### src/rtl/uart_tx_axis.sv
// uart_tx_axis -- UART transmitter fed by an AXI-Stream slave port.
//   One bit period = max(prescale,1)*8 clk cycles, latched when a beat is
//   accepted. Frame: start, DATA_WIDTH data bits LSB first, optional parity,
//   STOP_BITS stop bits.
// Ports:
//   clk            in   single clock, posedge
//   rst            in   synchronous active-high reset
//   s_axis_tdata   in   word to transmit
//   s_axis_tvalid  in   source has a word
//   s_axis_tready  out  registered; high only while idle
//   txd            out  serial line, idles high
//   busy           out  high while a frame is being shifted out
//   prescale       in   bit period in units of 8 clk cycles (0 treated as 1)
module uart_tx_axis #(
  parameter int DATA_WIDTH = 8,
  parameter int PARITY     = 0,
  parameter int STOP_BITS  = 1
) (
  input  logic                  clk,
  input  logic                  rst,
  input  logic [DATA_WIDTH-1:0] s_axis_tdata,
  input  logic                  s_axis_tvalid,
  output logic                  s_axis_tready,
  output logic                  txd,
  output logic                  busy,
  input  logic [15:0]           prescale
);

  typedef enum logic [2:0] {
    S_IDLE,
    S_START,
    S_DATA,
    S_PARITY,
    S_STOP
  } state_t;

  state_t                r_state, w_state_nx;
  logic [18:0]           r_period, w_period_nx;
  logic [18:0]           r_cnt, w_cnt_nx;
  logic [DATA_WIDTH-1:0] r_shift, w_shift_nx;
  logic [3:0]            r_bit, w_bit_nx;
  logic                  r_par, w_par_nx;
  logic                  r_txd, w_txd_nx;
  logic                  r_busy, w_busy_nx;
  logic                  r_tready, w_tready_nx;

  logic [18:0]           w_accept_period;
  logic                  w_accept;
  logic                  w_cnt_zero;

  assign w_accept_period = (prescale == 16'd0) ? 19'd8 : {prescale, 3'b000};
  // r_tready is only ever high in S_IDLE, so this is the accept condition.
  assign w_accept        = s_axis_tvalid && r_tready;
  assign w_cnt_zero      = (r_cnt == '0);

  always_ff @(posedge clk) begin
    if (rst) begin
      r_state  <= S_IDLE;
      r_period <= '0;
      r_cnt    <= '0;
      r_shift  <= '0;
      r_bit    <= '0;
      r_par    <= 1'b0;
      r_txd    <= 1'b1;
      r_busy   <= 1'b0;
      r_tready <= 1'b0;
    end else begin
      r_state  <= w_state_nx;
      r_period <= w_period_nx;
      r_cnt    <= w_cnt_nx;
      r_shift  <= w_shift_nx;
      r_bit    <= w_bit_nx;
      r_par    <= w_par_nx;
      r_txd    <= w_txd_nx;
      r_busy   <= w_busy_nx;
      r_tready <= w_tready_nx;
    end
  end

  always_comb begin
    w_state_nx  = r_state;
    w_period_nx = r_period;
    w_cnt_nx    = r_cnt;
    w_shift_nx  = r_shift;
    w_bit_nx    = r_bit;
    w_par_nx    = r_par;
    w_txd_nx    = r_txd;
    w_busy_nx   = r_busy;
    w_tready_nx = r_tready;

    if (r_state == S_IDLE) begin
      w_txd_nx    = 1'b1;
      w_tready_nx = 1'b1;
      if (w_accept) begin
        w_shift_nx  = s_axis_tdata;
        w_period_nx = w_accept_period;
        w_cnt_nx    = w_accept_period - 19'd1;
        // Parity bit is fixed at capture time from the whole word.
        w_par_nx    = (PARITY == 1) ? ~^s_axis_tdata : ^s_axis_tdata;
        w_txd_nx    = 1'b0;
        w_busy_nx   = 1'b1;
        w_tready_nx = 1'b0;
        w_state_nx  = S_START;
      end
    end else if (!w_cnt_zero) begin
      w_cnt_nx = r_cnt - 19'd1;
    end else begin
      w_cnt_nx = r_period - 19'd1;
      case (r_state)
        S_START: begin
          w_txd_nx   = r_shift[0];
          w_shift_nx = r_shift >> 1;
          w_bit_nx   = '0;
          w_state_nx = S_DATA;
        end
        S_DATA: begin
          if (r_bit == 4'(DATA_WIDTH - 1)) begin
            w_bit_nx = '0;
            if (PARITY != 0) begin
              w_txd_nx   = r_par;
              w_state_nx = S_PARITY;
            end else begin
              w_txd_nx   = 1'b1;
              w_state_nx = S_STOP;
            end
          end else begin
            w_txd_nx   = r_shift[0];
            w_shift_nx = r_shift >> 1;
            w_bit_nx   = r_bit + 4'd1;
          end
        end
        S_PARITY: begin
          w_txd_nx   = 1'b1;
          w_bit_nx   = '0;
          w_state_nx = S_STOP;
        end
        S_STOP: begin
          if (r_bit == 4'(STOP_BITS - 1)) begin
            w_busy_nx   = 1'b0;
            w_tready_nx = 1'b1;
            w_cnt_nx    = '0;
            w_state_nx  = S_IDLE;
          end else begin
            w_bit_nx = r_bit + 4'd1;
          end
        end
        default: w_state_nx = S_IDLE;
      endcase
    end
  end

  assign s_axis_tready = r_tready;
  assign txd           = r_txd;
  assign busy          = r_busy;

endmodule

### config.mk
export PLATFORM = sky130hd
export DESIGN_NAME = uart_tx_axis
export DESIGN_NICKNAME = d
export VERILOG_FILES = /design/src/rtl/uart_tx_axis.sv
export SDC_FILE = /design/constraint.sdc
export NUM_CORES = 1
export LEC_CHECK = 0
export BUFFER_PORTS_ARGS = -buffer_cell sky130_fd_sc_hd__buf_2
export CORE_ASPECT_RATIO = 0.8
export CORE_MARGIN = 4
export CORE_UTILIZATION = 60
export DETAILED_ROUTE_END_ITERATION = 6
export PLACE_DENSITY_LB_ADDON = 0.1
export SLEW_MARGIN = 20
export SYNTH_ARGS = -nofsm -noshare
export SYNTH_HDL_FRONTEND = slang
export SYNTH_SLANG_ARGS = --single-unit
### constraint.sdc
create_clock -name clk -period 2.96 [get_ports clk]
set_input_delay 0.148 -clock clk [delete_from_list [all_inputs] [get_ports clk]]
set_output_delay 0.148 -clock clk [all_outputs]
set_load 0.01 [all_outputs]
# --- Yosys cells after proc, flatten, opt, wreduce, memory -nomap -nowiden ---
# Cells that the tools add are included.
op_classes:
  addsub: 4
  bitwise_logic: 1
  n_mux: 34
  reduce_logical: 19
  eq_ne: 10
ops:
  columns: ["cell", "count"]
  rows:
  - ["$mux W19", 6]
  - ["$sub A19 B1 Y19 const B", 3]
  - ["$mux W8", 4]
  - ["$logic_not A19 Y1", 1]
  - ["$logic_not A16 Y1", 1]
  - ["$pmux W8 S2", 1]
  - ["$reduce_and A4 Y1", 4]
  - ["$mux W3", 5]
  - ["$mux W1", 13]
  - ["$pmux W3 S4", 1]
  - ["$pmux W4 S3", 1]
  - ["$ne A3 B3 Y1 const B", 3]
  - ["$mux W4", 2]
  - ["$eq A3 B2 Y1 const B", 2]
  - ["$reduce_bool A2 Y1", 3]
  - ["$reduce_bool A3 Y1", 2]
  - ["$add A4 B1 Y4 const B", 1]
  - ["$eq A4 B3 Y1 const B", 1]
  - ["$logic_not A4 Y1", 1]
  - ["$ne A2 B2 Y1 const B", 2]
  - ["$reduce_and A2 Y1", 2]
  - ["$reduce_bool A4 Y1", 1]
  - ["$eq A3 B1 Y1 const B", 1]
  - ["$eq A3 B3 Y1 const B", 1]
  - ["other kinds (6)", 6]
totals:
  elab_cells: 76
  inputBits: 27
  regBits: 56

# --- Depth between registers and ports, before layout ---
# Gate-level depths: netlist of run 1.
depth:
  ltp_word: 5
  depth_mapped: 11
  mapped_depth_nobuf: 10

# --- Least setup slack after synthesis of run 1 ---
# Ideal clock, no wire load.
synth_timing:
  path_type: "input port to flip-flop"
  startpoint: "input prescale[8]"
  endpoint: "register r_cnt[17]"
  required_ns: 2.885
  setup_slack_ns: 0.633
  arrival_ns: 2.252
  cell_stages: 11
  path_buffers: 1
  path_cell_list: "nor2_1 and3_1 clkbuf_1 a31oi_1 ha_1 nor3b_1 nand4_1 or4_1 a21oi_1 a211oi_1 o22ai_1"
synth_between:
  elab_chain_len: 5
synth_rtl:
  columns: ["element", "line_no", "text"]
  rows:
  - ["start: declaration", "26", "input logic [15:0] prescale"]
  - ["$logic_not A16 Y1", "51", "assign w_accept_period = (prescale == 16'd0) ? 19'd8 : {prescale, 3'b000};"]
  - ["$mux W19 (*)", "51", null]
  - ["$sub A19 B1 Y19 (*)", "97", "w_cnt_nx = w_accept_period - 19'd1;"]
  - ["$mux W19 (*)", "94", "if (w_accept) begin"]
  - ["$mux W19 (*)", "91", "if (r_state == S_IDLE) begin"]
  - ["end signal: assignment", "70", "r_cnt <= w_cnt_nx;"]
  - ["end: declaration", "39", "logic [18:0] r_cnt, w_cnt_nx;"]
# Every way passes the cells marked *; elsewhere a longest branch is shown, timed or not. The select of a mux whose other input is x is not followed.
# A chain may end at the register's enable or synchronous reset.

# --- Worst setup path in the final report of run 1 ---
layout_timing:
  startpoint: "register r_cnt[0]"
  endpoint: "register r_bit[2]"
layout_between:
  elab_chain_len: 2
layout_rtl:
  columns: ["element", "line_no", "text"]
  rows:
  - ["$logic_not A19 Y1", "54", "assign w_cnt_zero = (r_cnt == '0);"]
  - ["$reduce_and A4 Y1 (no line)", null, null]
  - ["end signal: assignment", "72", "r_bit <= w_bit_nx;"]
  - ["end: declaration", "41", "logic [3:0] r_bit, w_bit_nx;"]
# Every way passes these cells.

==> results of run 1 <==
## metrics by stage
step	power, mW	instance area [sq um]	cells	hold slack (ns)
floorplan	1.792	3361	448	0.2840
global placement	2.040	3586	544	0.4091
detailed placement	2.066	3586	544	0.4181
CTS	2.470	3669	552	0.08236
global route	2.664	3669	552	0.08601
finish	2.496	3669	552	0.08331
## layout make-up
type	instances	area share, %
clock inverters	2	0.2729
inverters	13	1.330
flip-flops and latches	53	28.92
well taps	78	2.660
multi-input cells	356	57.81
clock buffers	6	1.978
repair buffers	44	7.026
## registers in the layout, indices dropped and copies added (netlist names)
signal	cells
busy	1
r_cnt	19
r_shift	8
s_axis_tready	1
txd	1
r_state	3
r_bit	4
r_period	16
## worst max-delay path: cells and delay by family, from the launching register on
| kind | cells | cell delay, ns |
|---|---|---|
| flops | 1 | 0.35 |
| buf+inv | 1 | 0.10 |
| fa+ha+maj | 1 | 0.18 |
| simple gates | 4 | 1.30 |
| compound gates | 2 | 0.49 |
## final timing paths
kind | from | to | slack, ns | cells past startpoint
setup / recovery | r_cnt[0] | r_bit[2] | 0.48 | 8
hold / removal | s_axis_tdata[7] | r_shift[7] | 0.08 | 3
setup reg to reg | r_cnt[0] | r_bit[2] | 0.48 | 8
hold reg to reg | r_period[18] | r_period[18] | 0.48 | 2
## layer usage
metal / part of all wire, % / GRT usage (%) / vias to the layer above
met4: 1.8 / 8.027 / 0
met1: 46 / 40.06 / 1617
met5: 0 / 0 / -
met3: 8.1 / 4.296 / 19
met2: 44 / 42.83 / 158
li1: - / - / 1676
## kinds of logic (layout without fill, tap and decap cells)
kind of cell	Yosys count	in the layout	synth area share [%]
simple gates	208	208	30.79
compound gates	115	115	23.08
xor+xnor	27	27	7.037
flops	53	53	31.57
fa+ha+maj	5	5	1.862
mux	1	1	0.3350
buf+inv	39	65	5.323
## cell usage in the layout, fill, tap and decap left out, types with 2 or more instances in the layout
master                     Yosys  final
sky130_fd_sc_hd__nand3_1      12     12
sky130_fd_sc_hd__o22ai_1       2      2
sky130_fd_sc_hd__nor3b_1       2      2
sky130_fd_sc_hd__a21oi_1      44     44
sky130_fd_sc_hd__nand4b_1      2      2
sky130_fd_sc_hd__o311ai_0      2      2
sky130_fd_sc_hd__xor2_1       15     15
sky130_fd_sc_hd__or4_1         5      5
sky130_fd_sc_hd__buf_4         2     15
sky130_fd_sc_hd__o221ai_1      2      2
sky130_fd_sc_hd__inv_1        13     13
sky130_fd_sc_hd__a22oi_1       4      4
sky130_fd_sc_hd__nand2b_1      3      3
sky130_fd_sc_hd__nor4_1        6      6
sky130_fd_sc_hd__and3_1        4      4
sky130_fd_sc_hd__ha_1          5      5
sky130_fd_sc_hd__nor4_2        2      2
sky130_fd_sc_hd__nor4b_1       3      3
sky130_fd_sc_hd__nor4_4        2      2
sky130_fd_sc_hd__nand2_1      78     78
sky130_fd_sc_hd__a31oi_1       5      5
sky130_fd_sc_hd__nor2_1       46     46
sky130_fd_sc_hd__or3_1         3      3
sky130_fd_sc_hd__a311oi_1      7      7
sky130_fd_sc_hd__nor3_1       23     23
sky130_fd_sc_hd__xnor2_1      12     12
sky130_fd_sc_hd__nand4_1       5      5
sky130_fd_sc_hd__buf_2         1     29
sky130_fd_sc_hd__clkinv_2      0      2
sky130_fd_sc_hd__a311oi_2      2      2
sky130_fd_sc_hd__o31ai_1       5      5
sky130_fd_sc_hd__a211oi_1     12     12
sky130_fd_sc_hd__dfxtp_1      53     53
sky130_fd_sc_hd__clkbuf_8      0      5
sky130_fd_sc_hd__and2_1        2      2
sky130_fd_sc_hd__nand3b_1      4      4
sky130_fd_sc_hd__o21ai_0      16     16
## power by group through the flow
stage,Clock [mW],Sequential [mW],Combinational [mW]
CTS,0.410,0.954,1.11
detailed placement,0,0.970,1.10
finish,0.411,0.960,1.13
global route,0.443,0.974,1.25
global placement,0,0.967,1.07
floorplan,0,0.935,0.857
## cell usage after synthesis (5+ instances only)
cell type,count
sky130_fd_sc_hd__a211oi_1,12
sky130_fd_sc_hd__a21oi_1,44
sky130_fd_sc_hd__a311oi_1,7
sky130_fd_sc_hd__a31oi_1,5
sky130_fd_sc_hd__clkbuf_1,18
sky130_fd_sc_hd__dfxtp_1,53
sky130_fd_sc_hd__ha_1,5
sky130_fd_sc_hd__inv_1,13
sky130_fd_sc_hd__nand2_1,78
sky130_fd_sc_hd__nand3_1,12
sky130_fd_sc_hd__nand4_1,5
sky130_fd_sc_hd__nor2_1,46
sky130_fd_sc_hd__nor3_1,23
sky130_fd_sc_hd__nor4_1,6
sky130_fd_sc_hd__o21ai_0,16
sky130_fd_sc_hd__o31ai_1,5
sky130_fd_sc_hd__or4_1,5
sky130_fd_sc_hd__xnor2_1,12
sky130_fd_sc_hd__xor2_1,15
==> impl_summary.txt, run 1 <==
----------------------------------------------------
[Worst setup path]
  Arrival time reported for the critical path endpoint ... 2.74 ns
  CP Capture Type ... flip-flop
  Endpoint required time on the critical path ... 3.22 ns
  Cells along the critical path ... inv_1 > ha_1 > nor4b_1 > and4_1 > and2_1 > nand4b_1 > a221oi_1 > a31o_2
  Delay contributed by the slowest stage of the critical path ... 0.47 ns
  Master of the slowest instance on the critical path ... sky130_fd_sc_hd__and2_1
  Largest fanout on the critical path ... 10
  Element type at the critical path start ... flip-flop
  Critical path start-end classification ... reg2reg

[Min path]
  HP Class ... in2reg

[Clocking]
  Total number of clock tree sinks ... 53
  Number of buffers added to fix hold violations after cts ... 0
  CTS H-tree lvls ... 2
  Number of buffers on the longest clock path ... 2
  Clock transition time at the flip-flop clock pins of the worst setup and hold paths ... 0.10 ns
  Clock tree from TritonCTS ... built
  Number of buffers inserted by post-CTS setup repair ... 0
  Clock latency on the worst-skew pair ... 0.31 ns
  Number of resized instances in the post-cts repair step ... 0
  Number of buffers created by CTS ... 5
  Cell chosen for the clock root ... sky130_fd_sc_hd__clkbuf_8

[Placed design]
  Final GP Congestion ... 0.8943
  Detailed Place HPWL ... 6679 microns
  Minimum setup slack after placement ... 0.4925 ns
  Count of input and output buffers ... 29

[Drt]
  Routed wire per std cell ... 16.65 microns
  Routed vias/inst ... 6.286
  DR iter-0 viols ... 380
  Total vias in the final route ... 3470
  Number of design rule violations left after detail routing ... 0
  Detail Route Antenna Nets ... 0
  Total wire length after detailed routing ... 9189 microns
  Number of detailed-route iterations in the first pass ... 5

[Pwr]
  Switching share of power ... 42.76%
  Internal cell power ... 1.429 mW
  Power density cells ... 680.3 nW/um^2
  Clock share of power ... 16.5%
  Worst vdd ir ... 0.3578 mV
  Total net switching power ... 1.067 mW
  Proportion of power drawn by flip-flops and latches ... 38.4%
  Leakage power figure ... 1.382 nW
  Comb power frac ... 45.1%

[Floorplan]
  Number of ports placed on the die boundary ... 30
  Overall die width ... 91.68 microns
  Die height ... 74.94 microns
  Die outline area ... 6870 sq um
  Initial Util ... 61.83%
  FP Rows ... 24
  Area of the core ... 5435 sq um

[Yosys]
  Number of distinct library cells after synthesis ... 60
  Number of warning messages in the yosys log ... 0
  Syn Nets ... 480
  Proportion of netlist area held by the largest area contributor ... 31.57%
  Mapped Avg Cell Area ... 7.502 sq um
  Synth area leaders ... sky130_fd_sc_hd__dfxtp_1, sky130_fd_sc_hd__nand2_1, sky130_fd_sc_hd__a21oi_1, sky130_fd_sc_hd__nor2_1, sky130_fd_sc_hd__xor2_1
  Synthesized cell area ... 3361 sq um
  Sequential element share of the synthesized area ... 31.57%
  Most used DFF post-synth ... sky130_fd_sc_hd__dfxtp_1
  Flip-flop and latch count after synthesis ... 53
  Cell type contributing the most total cell area after synthesis ... sky130_fd_sc_hd__dfxtp_1
  Synthesized instance count ... 448
  Number of enable flip-flop cells after synthesis ... 0
  Fraction of registers with async set or reset after synthesis ... 0%

[Final layout]
  ANT cells ... 0
  Utilization after layout ... 67.50%
  Reg area ... 1061 sq um
  Area occupied by multi-input gates ... 2121 sq um
  Filler Cells Inserted ... 479
  Count of nets after finishing ... 505
  Share of post-route cells with drive strength above 1 ... 14.14%
  Area growth syn-to-layout ... 9.159%

[Global routing]
  Final global-route overflow total ... 0
  Initial antenna violation count ... 0
  Wire length of the first global-routing pass ... 15210 microns
  Via count of the first global-routing pass ... 3109
  Largest net degree at the start of global routing ... 33
  Total Routing Usage GR ... 27.63%

[Run status]
  Run status ... finished, final reports clean

[Timing]
  Final-layout setup total negative slack ... 0 ns
  Pin slew with the least headroom to its limit ... 0.6205 ns
  Final clock period utilization by the worst path ... 83.80%
  Number of endpoints failing setup at the final stage ... 0
  Minimum period implied by the final worst setup slack ... 2.481 ns
  Number of hold violations in the final report ... 0
  Pins over their slew limit ... 0
  Worst path setup slack after routing ... 0.4795 ns
  Max-Slew Margin vs Limit ... 58.32%
  RSZ-0062 raised after global routing ... no
  Clock Skews ... 0.008977 ns
  Highest clock frequency the design can meet ... 403.1 MHz

[Job]
  Reported max-cap violation count ... 0

----------------------------------------------------
Power figures use the tool's default switching activity.
==> run 2, diff against run 1 <==
--- a/config.mk
+++ b/config.mk
@@ -8,7 +8,7 @@
 export BUFFER_PORTS_ARGS = -buffer_cell sky130_fd_sc_hd__buf_2
 export CORE_ASPECT_RATIO = 0.8
 export CORE_MARGIN = 4
-export CORE_UTILIZATION = 60
+export CORE_UTILIZATION = 54
 export DETAILED_ROUTE_END_ITERATION = 6
 export PLACE_DENSITY_LB_ADDON = 0.1
 export SLEW_MARGIN = 20
==> constraint.sdc (replaced) <==
create_clock -name clk -period 2.1 [get_ports clk]
set_input_delay 0.105 -clock clk [delete_from_list [all_inputs] [get_ports clk]]
set_output_delay 0.105 -clock clk [all_outputs]
set_load 0.01 [all_outputs]
==> impl_summary.txt, run 2 (same netlist as run 1, synthesis figures left out) <==
----------------------------------------------------
[Floorplan]
  FP Rows ... 25 (+4.2%)
  Number of ports placed on the die boundary ... 30 (unchanged)
  Die height ... 78.56 microns (+4.8%)
  Area of the core ... 5974 sq um (+9.9%)
  Overall die width ... 96.20 microns (+4.9%)
  Die outline area ... 7557 sq um (+10%)
  Initial Util ... 56.25% (-5.6 points)

[Timing]
  Number of endpoints failing setup at the final stage ... 0 (unchanged)
  Number of hold violations in the final report ... 0 (unchanged)
  Worst path setup slack after routing ... 0.1222 ns (-0.3573 ns)
  Highest clock frequency the design can meet ... 505.6 MHz
  Minimum period implied by the final worst setup slack ... 1.978 ns
  Pins over their slew limit ... 0 (unchanged)
  Pin slew with the least headroom to its limit ... 0.5065 ns (-0.1139 ns)
  Final clock period utilization by the worst path ... 94.18%
  Clock Skews ... 0.007048 ns (-0.001929 ns)
  Max-Slew Margin vs Limit ... 66.18% (+7.9 points)
  RSZ-0062 raised after global routing ... yes

[Final layout]
  Count of nets after finishing ... 560 (+11%)
  Register bank with the most flops ... r_cnt
  Largest register FFs ... 19 (unchanged)
  Commonest non-fill, non-tap cell in the layout ... sky130_fd_sc_hd__nand2_1
  Area growth syn-to-layout ... 25.76%
  Finished layout cell area ... 4227 sq um (+15%)
  Post-layout instance count excluding filler cells ... 610 (+11%)
  Filler Cells Inserted ... 507 (+5.8%)
  Registers with the highest flip-flop counts ... r_cnt (19), r_period (16), r_shift (8)
  ANT cells ... 0 (unchanged)
  Most frequent cells in the layout ... sky130_fd_sc_hd__nand2_1, sky130_fd_sc_hd__buf_4, sky130_fd_sc_hd__dfxtp_1, sky130_fd_sc_hd__nor2_1, sky130_fd_sc_hd__a21oi_1
  Share of post-route cells with drive strength above 1 ... 25.52% (+11 points)

[Placed design]
  Count of input and output buffers ... 29 (unchanged)
  Post-placement cell area ... 4021 sq um (+12%)
  Detailed Place HPWL ... 7509 microns (+12%)
  Final GP Congestion ... 0.9878 (+10%)
  Inst Count DP ... 598 (+9.9%)
  Minimum setup slack after placement ... -0.2037 ns (-0.6962 ns)

[Drt]
  Total wire length after detailed routing ... 10180 microns (+11%)
  DR iter-0 viols ... 232 (-39%)
  Metal3 WL ... 725 microns (-2.3%)
  Total vias in the final route ... 3691 (+6.4%)
  Top routing layer in use ... met4
  Routed vias/inst ... 6.051 (-3.7%)
  Detail Route Antenna Nets ... 0 (unchanged)
  Routed metal-1 wire length ... 4778 microns (+13%)
  Met2 Wirelength ... 4486 microns (+11%)
  Number of detailed-route iterations in the first pass ... 5 (unchanged)
  Routed wire per std cell ... 16.69 microns (+0.28%)
  Number of design rule violations left after detail routing ... 0 (unchanged)

[Job]
  Reported max-cap violation count ... 0 (unchanged)

[Clocking]
  Number of buffers created by CTS ... 5 (unchanged)
  Clock transition time at the flip-flop clock pins of the worst setup and hold paths ... 0.10 ns (about the same)
  CTS H-tree lvls ... 2 (unchanged)
  Number of buffers on the longest clock path ... 2 (unchanged)
  Total number of clock tree sinks ... 53 (unchanged)
  Clock tree from TritonCTS ... built
  Clock latency on the worst-skew pair ... 0.32 ns (about the same)
  Cell chosen for the clock root ... sky130_fd_sc_hd__clkbuf_8

[Pwr]
  Post-layout total power ... 4.168 mW (+67%)
  Leakage power figure ... 1.693 nW (+23%)
  Worst vdd ir ... 0.6231 mV (+74%)
  Power density cells ... 986.2 nW/um^2 (+45%)

[Global routing]
  Final global-route overflow total ... 0 (unchanged)
  Total Routing Usage GR ... 27.87% (+0.25 points)
  Initial antenna violation count ... 0 (unchanged)
  Largest net degree at the start of global routing ... 26 (-21%)
  Wire length of the first global-routing pass ... 16500 microns (+8.5%)
  Via count of the first global-routing pass ... 3369 (+8.4%)

[Worst setup path]
  Element type at the critical path start ... input port
  Critical register-to-register path endpoint ... r_bit[3]
  Number of cells on the worst reg-to-reg path ... 10 (+2)
  Startpoint of the lowest-slack register-to-register path ... r_cnt[0]
  Largest fanout on the critical path ... 4 (-6)
  R2R Setup Slk ... 0.12 ns (-0.36 ns)
  CP Capture Type ... flip-flop
  Largest delay share family, worst path ... simple AND/OR/NAND/NOR gates
  End point of the critical path ... r_cnt[17]
  Critical path start-end classification ... in2reg
  Arrival time reported for the critical path endpoint ... 2.24 ns (-0.50 ns)
  Crit path from ... prescale[8]
  Endpoint required time on the critical path ... 2.36 ns (-0.86 ns)
  Delay contributed by the slowest stage of the critical path ... 0.46 ns (about the same)
  Master of the slowest instance on the critical path ... sky130_fd_sc_hd__or4_1
  Count of cell instances traversed by the critical path ... 11 (+3)
  Cells along the critical path ... buf_2 > nor2_1 > and3_1 > a31oi_2 > ha_1 > nor3b_4 > nand4_1 > or4_1 > a21oi_1 > a211oi_1 > o22ai_1
  WP buf/inv ... 1 (unchanged)

[Run status]
  Run status ... finished, final reports clean

[Min path]
  HP Class ... in2reg

----------------------------------------------------
-- run 2: per-stage QoR --
stage | hold WS (ns) | util (%) | TNS (ns)
6_report | 0.03146 | 70.74 | 0
5_1_grt | 0.03227 | 70.74 | -0.04030
4_1_cts | 0.03132 | 69.61 | 0
3_5_place_dp | 0.3786 | 67.31 | -1.423
3_3_place_gp | 0.3694 | 67.31 | -0.3190
2_1_floorplan | 0.2410 | - | 0
-- run 2: power by group --
group / total (mW) / internal [mW] / leakage, nW / switching, mW
Sequential: 1.33 / 1.16 / 0.434 / 0.169
Clock: 0.766 / 0.388 / 0.0574 / 0.378
Combinational: 2.07 / 0.959 / 1.20 / 1.11
-- run 2: worst min-delay path by stage --
stage                          from  cells after the start  slack [ns]            to
floorplan              prescale[15]                      2        0.24  r_period[18]
global placement    s_axis_tdata[7]                      3        0.37    r_shift[7]
detailed placement  s_axis_tdata[7]                      3        0.38    r_shift[7]
CTS                 s_axis_tdata[7]                      3        0.03    r_shift[7]
global route        s_axis_tdata[7]                      3        0.03    r_shift[7]
finish              s_axis_tdata[4]                      3        0.03    r_shift[4]
-- run 2: timing repair --
item                       4_1_cts  5_1_grt
hold buffers                     0        0
pin swaps                        0        6
cloned                           0        0
buffers inserted                 0        4
setup endpoints to repair       30       28
resized for setup                5       10
-- run 2: worst reg2reg max path: stages, from the launching register on --
cell and delay (ns):
sky130_fd_sc_hd__dfxtp_1 0.32, sky130_fd_sc_hd__inv_1 0.07, sky130_fd_sc_hd__ha_2 0.18, sky130_fd_sc_hd__nor4b_4 0.21
sky130_fd_sc_hd__and4_4 0.31, sky130_fd_sc_hd__and2_4 0.19, sky130_fd_sc_hd__buf_12 0.12, sky130_fd_sc_hd__nand2_4 0.04
sky130_fd_sc_hd__buf_4 0.15, sky130_fd_sc_hd__o21ai_0 0.19, sky130_fd_sc_hd__a21oi_1 0.09
-- run 2: layout make-up --
class / instances / area [sq um] / area share, %
well taps: 81 / 101.3 / 2.398
repair buffers: 99 / 708.2 / 16.76
multi-input cells: 356 / 2187 / 51.75
inverters: 13 / 48.80 / 1.155
clock buffers: 6 / 82.58 / 1.954
clock inverters: 2 / 37.54 / 0.8881
flip-flops and latches: 53 / 1061 / 25.10
-- run 2: routing by layer --
layer  vias to the layer above  track usage [%]
met1                      1753            39.96
met2                       144            42.38
met5                         -                0
li1                       1776                -
met4                         0            9.091
met3                        18            4.215
==> run 3, diff against run 2 <==
--- a/config.mk
+++ b/config.mk
@@ -5,9 +5,8 @@
 export SDC_FILE = /design/constraint.sdc
 export NUM_CORES = 1
 export LEC_CHECK = 0
-export BUFFER_PORTS_ARGS = -buffer_cell sky130_fd_sc_hd__buf_2
+export BUFFER_PORTS_ARGS = -buffer_cell sky130_fd_sc_hd__buf_4
 export CORE_ASPECT_RATIO = 0.8
-export CORE_MARGIN = 4
 export CORE_UTILIZATION = 54
 export DETAILED_ROUTE_END_ITERATION = 6
 export PLACE_DENSITY_LB_ADDON = 0.1
==> impl_summary.txt, run 3 (same netlist as run 1, synthesis figures left out) <==
----------------------------------------------------
[Worst setup path]
  Largest fanout on the critical path ... 8 (+4)
  Endpoint required time on the critical path ... 2.29 ns (-0.07 ns)
  Master of the slowest instance on the critical path ... sky130_fd_sc_hd__nor2_1
  Arrival time reported for the critical path endpoint ... 2.25 ns (about the same)
  Element type at the critical path start ... flip-flop
  Cells along the critical path ... nor2_1 > o21ai_0 > and3_1 > buf_4 > a211oi_1 > o22ai_1
  Critical path start-end classification ... reg2reg
  WP buf/inv ... 1 (unchanged)
  Startpoint of the lowest-slack register-to-register path ... r_state[0]
  Number of cells on the worst reg-to-reg path ... 6 (-4)
  Delay contributed by the slowest stage of the critical path ... 0.41 ns (-0.05 ns)
  CP Capture Type ... flip-flop
  Critical register-to-register path endpoint ... r_cnt[17]
  R2R Setup Slk ... 0.04 ns (-0.08 ns)
  Largest delay share family, worst path ... simple AND/OR/NAND/NOR gates

[Floorplan]
  FP Rows ... 25 (unchanged)
  Die height ... 72.56 microns (-7.6%)
  Overall die width ... 90.20 microns (-6.2%)
  Number of ports placed on the die boundary ... 30 (unchanged)
  Initial Util ... 56.55% (+0.30 points)
  Die outline area ... 6545 sq um (-13%)
  Area of the core ... 5943 sq um (-0.52%)

[Global routing]
  Total Routing Usage GR ... 30.73% (+2.9 points)
  Final global-route overflow total ... 0 (unchanged)
  Wire length of the first global-routing pass ... 16100 microns (-2.4%)
  Initial antenna violation count ... 0 (unchanged)
  Largest net degree at the start of global routing ... 35 (+35%)
  Via count of the first global-routing pass ... 3296 (-2.2%)

[Min path]
  Instance count along the most critical hold path ... 3 (unchanged)
  WHS Endpoint ... r_shift[6]
  Worst hold start ... s_axis_tdata[6]
  HP Class ... in2reg

[Pwr]
  Worst vdd ir ... 0.7021 mV (+13%)
  Switching share of power ... 38.77% (-0.95 points)
  Clock share of power ... 19.3% (+0.9 points)
  Internal cell power ... 2.642 mW (+5.1%)
  Proportion of power drawn by flip-flops and latches ... 31.0% (-1.0 points)
  Comb power frac ... 49.7% (about the same)
  Leakage power figure ... 1.746 nW (+3.2%)
  Post-layout total power ... 4.314 mW (+3.5%)
  Total net switching power ... 1.673 mW (+1.0%)
  Power density cells ... 982.6 nW/um^2 (-0.37%)

[Clocking]
  Clock tree from TritonCTS ... built
  Total number of clock tree sinks ... 53 (unchanged)
  CTS H-tree lvls ... 2 (unchanged)
  Cell chosen for the clock root ... sky130_fd_sc_hd__clkbuf_8
  Clock transition time at the flip-flop clock pins of the worst setup and hold paths ... 0.10 ns (about the same)
  Clock latency on the worst-skew pair ... 0.31 ns (about the same)
  Number of buffers created by CTS ... 5 (unchanged)
  Number of buffers on the longest clock path ... 2 (unchanged)

[Final layout]
  Register bank with the most flops ... r_cnt
  Area growth syn-to-layout ... 30.64%
  Filler Cells Inserted ... 477 (-5.9%)
  Registers with the highest flip-flop counts ... r_cnt (19), r_period (16), r_shift (8)
  Commonest non-fill, non-tap cell in the layout ... sky130_fd_sc_hd__buf_4
  Post-layout instance count excluding filler cells ... 609 (-0.16%)
  Finished layout cell area ... 4390 sq um (+3.9%)
  Count of nets after finishing ... 559 (-0.18%)
  Utilization after layout ... 73.87% (+3.1 points)
  Share of post-route cells with drive strength above 1 ... 27.27% (+1.8 points)
  Most frequent cells in the layout ... sky130_fd_sc_hd__buf_4, sky130_fd_sc_hd__nand2_1, sky130_fd_sc_hd__dfxtp_1, sky130_fd_sc_hd__nor2_1, sky130_fd_sc_hd__a21oi_1
  ANT cells ... 0 (unchanged)
  Largest register FFs ... 19 (unchanged)

[Drt]
  Top routing layer in use ... met4
  Routed vias/inst ... 6.133 (+1.4%)
  Routed wire per std cell ... 16.71 microns (about the same)
  Met2 Wirelength ... 4484 microns (about the same)
  Number of design rule violations left after detail routing ... 0 (unchanged)
  Detail Route Antenna Nets ... 0 (unchanged)
  Metal3 WL ... 853 microns (+18%)
  Total vias in the final route ... 3735 (+1.2%)
  DR iter-0 viols ... 314 (+35%)
  Total wire length after detailed routing ... 10180 microns (about the same)
  Routed metal-1 wire length ... 4672 microns (-2.2%)
  Number of detailed-route iterations in the first pass ... 5 (unchanged)

[Timing]
  Max-Slew Margin vs Limit ... 67.27% (+1.1 points)
  Number of hold violations in the final report ... 0 (unchanged)
  Minimum period implied by the final worst setup slack ... 2.056 ns (+0.07825 ns)
  Pin slew with the least headroom to its limit ... 0.4910 ns (-0.01557 ns)
  Worst slack on hold paths ... 0.05407 ns (+0.02262 ns)
  Pins over their slew limit ... 0 (unchanged)
  Highest clock frequency the design can meet ... 486.4 MHz (-3.8%)
  Final clock period utilization by the worst path ... 97.91% (+3.7 points)
  Worst path setup slack after routing ... 0.04393 ns (-0.07825 ns)
  Clock Skews ... 0.01192 ns (+0.004876 ns)
  RSZ-0062 raised after global routing ... yes
  Final-layout setup total negative slack ... 0 ns (unchanged)
  Number of endpoints failing setup at the final stage ... 0 (unchanged)

[Placed design]
  Inst Count DP ... 596 (-0.33%)
  Detailed Place HPWL ... 6939 microns (-7.6%)
  Count of input and output buffers ... 29 (unchanged)
  Post-placement cell area ... 4079 sq um (+1.4%)
  Final GP Congestion ... 0.8964 (-9.3%)
  Minimum setup slack after placement ... -0.2377 ns (-0.03403 ns)

[Job]
  Reported max-cap violation count ... 0 (unchanged)

[Run status]
  Run status ... finished, final reports clean

----------------------------------------------------
-- run 3: cell count changes in the layout (fill, tap and decap cells not counted), sizes merged --
cell      previous run  this run
clkinvlp             1         0
clkinv               0         1
bufinv               1         2
buf                 99        97
-- run 3: layout make-up --
| type | count | area (sq um) | share of cell area (%) |
|---|---|---|---|
| Multi-Input combinational cell | 356 | 2248 | 51.21 |
| Sequential cell | 53 | 1064 | 24.22 |
| Timing Repair Buffer | 98 | 794.5 | 18.10 |
| Tap cell | 81 | 101.3 | 2.308 |
| Clock buffer | 5 | 68.82 | 1.567 |
| Clock inverter | 3 | 65.06 | 1.482 |
| Inverter | 13 | 48.80 | 1.111 |
-- run 3: worst min-delay path, delay by kind of cell --
kind	cells	cell delay [ns]
AO/OA/AOI/OAI	1	0.07
buffers and inverters	1	0.11
AND/OR/NAND/NOR	1	0.04
-- run 3: worst max-delay path by stage --
stage | from | end | slack (ns) | depth (start not counted)
6_report | r_state[0] | r_cnt[17] | 0.04 | 6
5_1_grt | r_state[2] | r_cnt[11] | -0.14 | 6
4_1_cts | r_cnt[1] | r_shift[4] | 0.02 | 10
3_5_place_dp | prescale[8] | r_cnt[17] | -0.24 | 11
3_3_place_gp | prescale[8] | r_cnt[17] | -0.16 | 11
2_1_floorplan | r_cnt[0] | r_shift[1] | 0.009 | 10
-- run 3: repair_timing --
item                       4_1_cts  5_1_grt
pin swaps                        0       13
gates resized for setup          4       27
hold buffers                     0        0
cloned                           0        1
setup endpoints to repair       14       29
setup buffers                    0        4
-- run 3: routing by layer --
metal / vias to the layer above / global-route usage, %
met5: - / 0
met4: 0 / 8.065
met3: 19 / 3.669
met2: 204 / 48.35
met1: 1741 / 44.72
li1: 1771 / -
-- run 3: power groups by stage --
stage	clock, mW	combinational (mW)	sequential [mW]
after floorplan	0	1.21	1.32
after global placement	0	1.90	1.33
after detailed placement	0	1.93	1.33
after CTS	0.841	1.96	1.31
after global routing	0.874	2.33	1.36
final	0.833	2.15	1.34
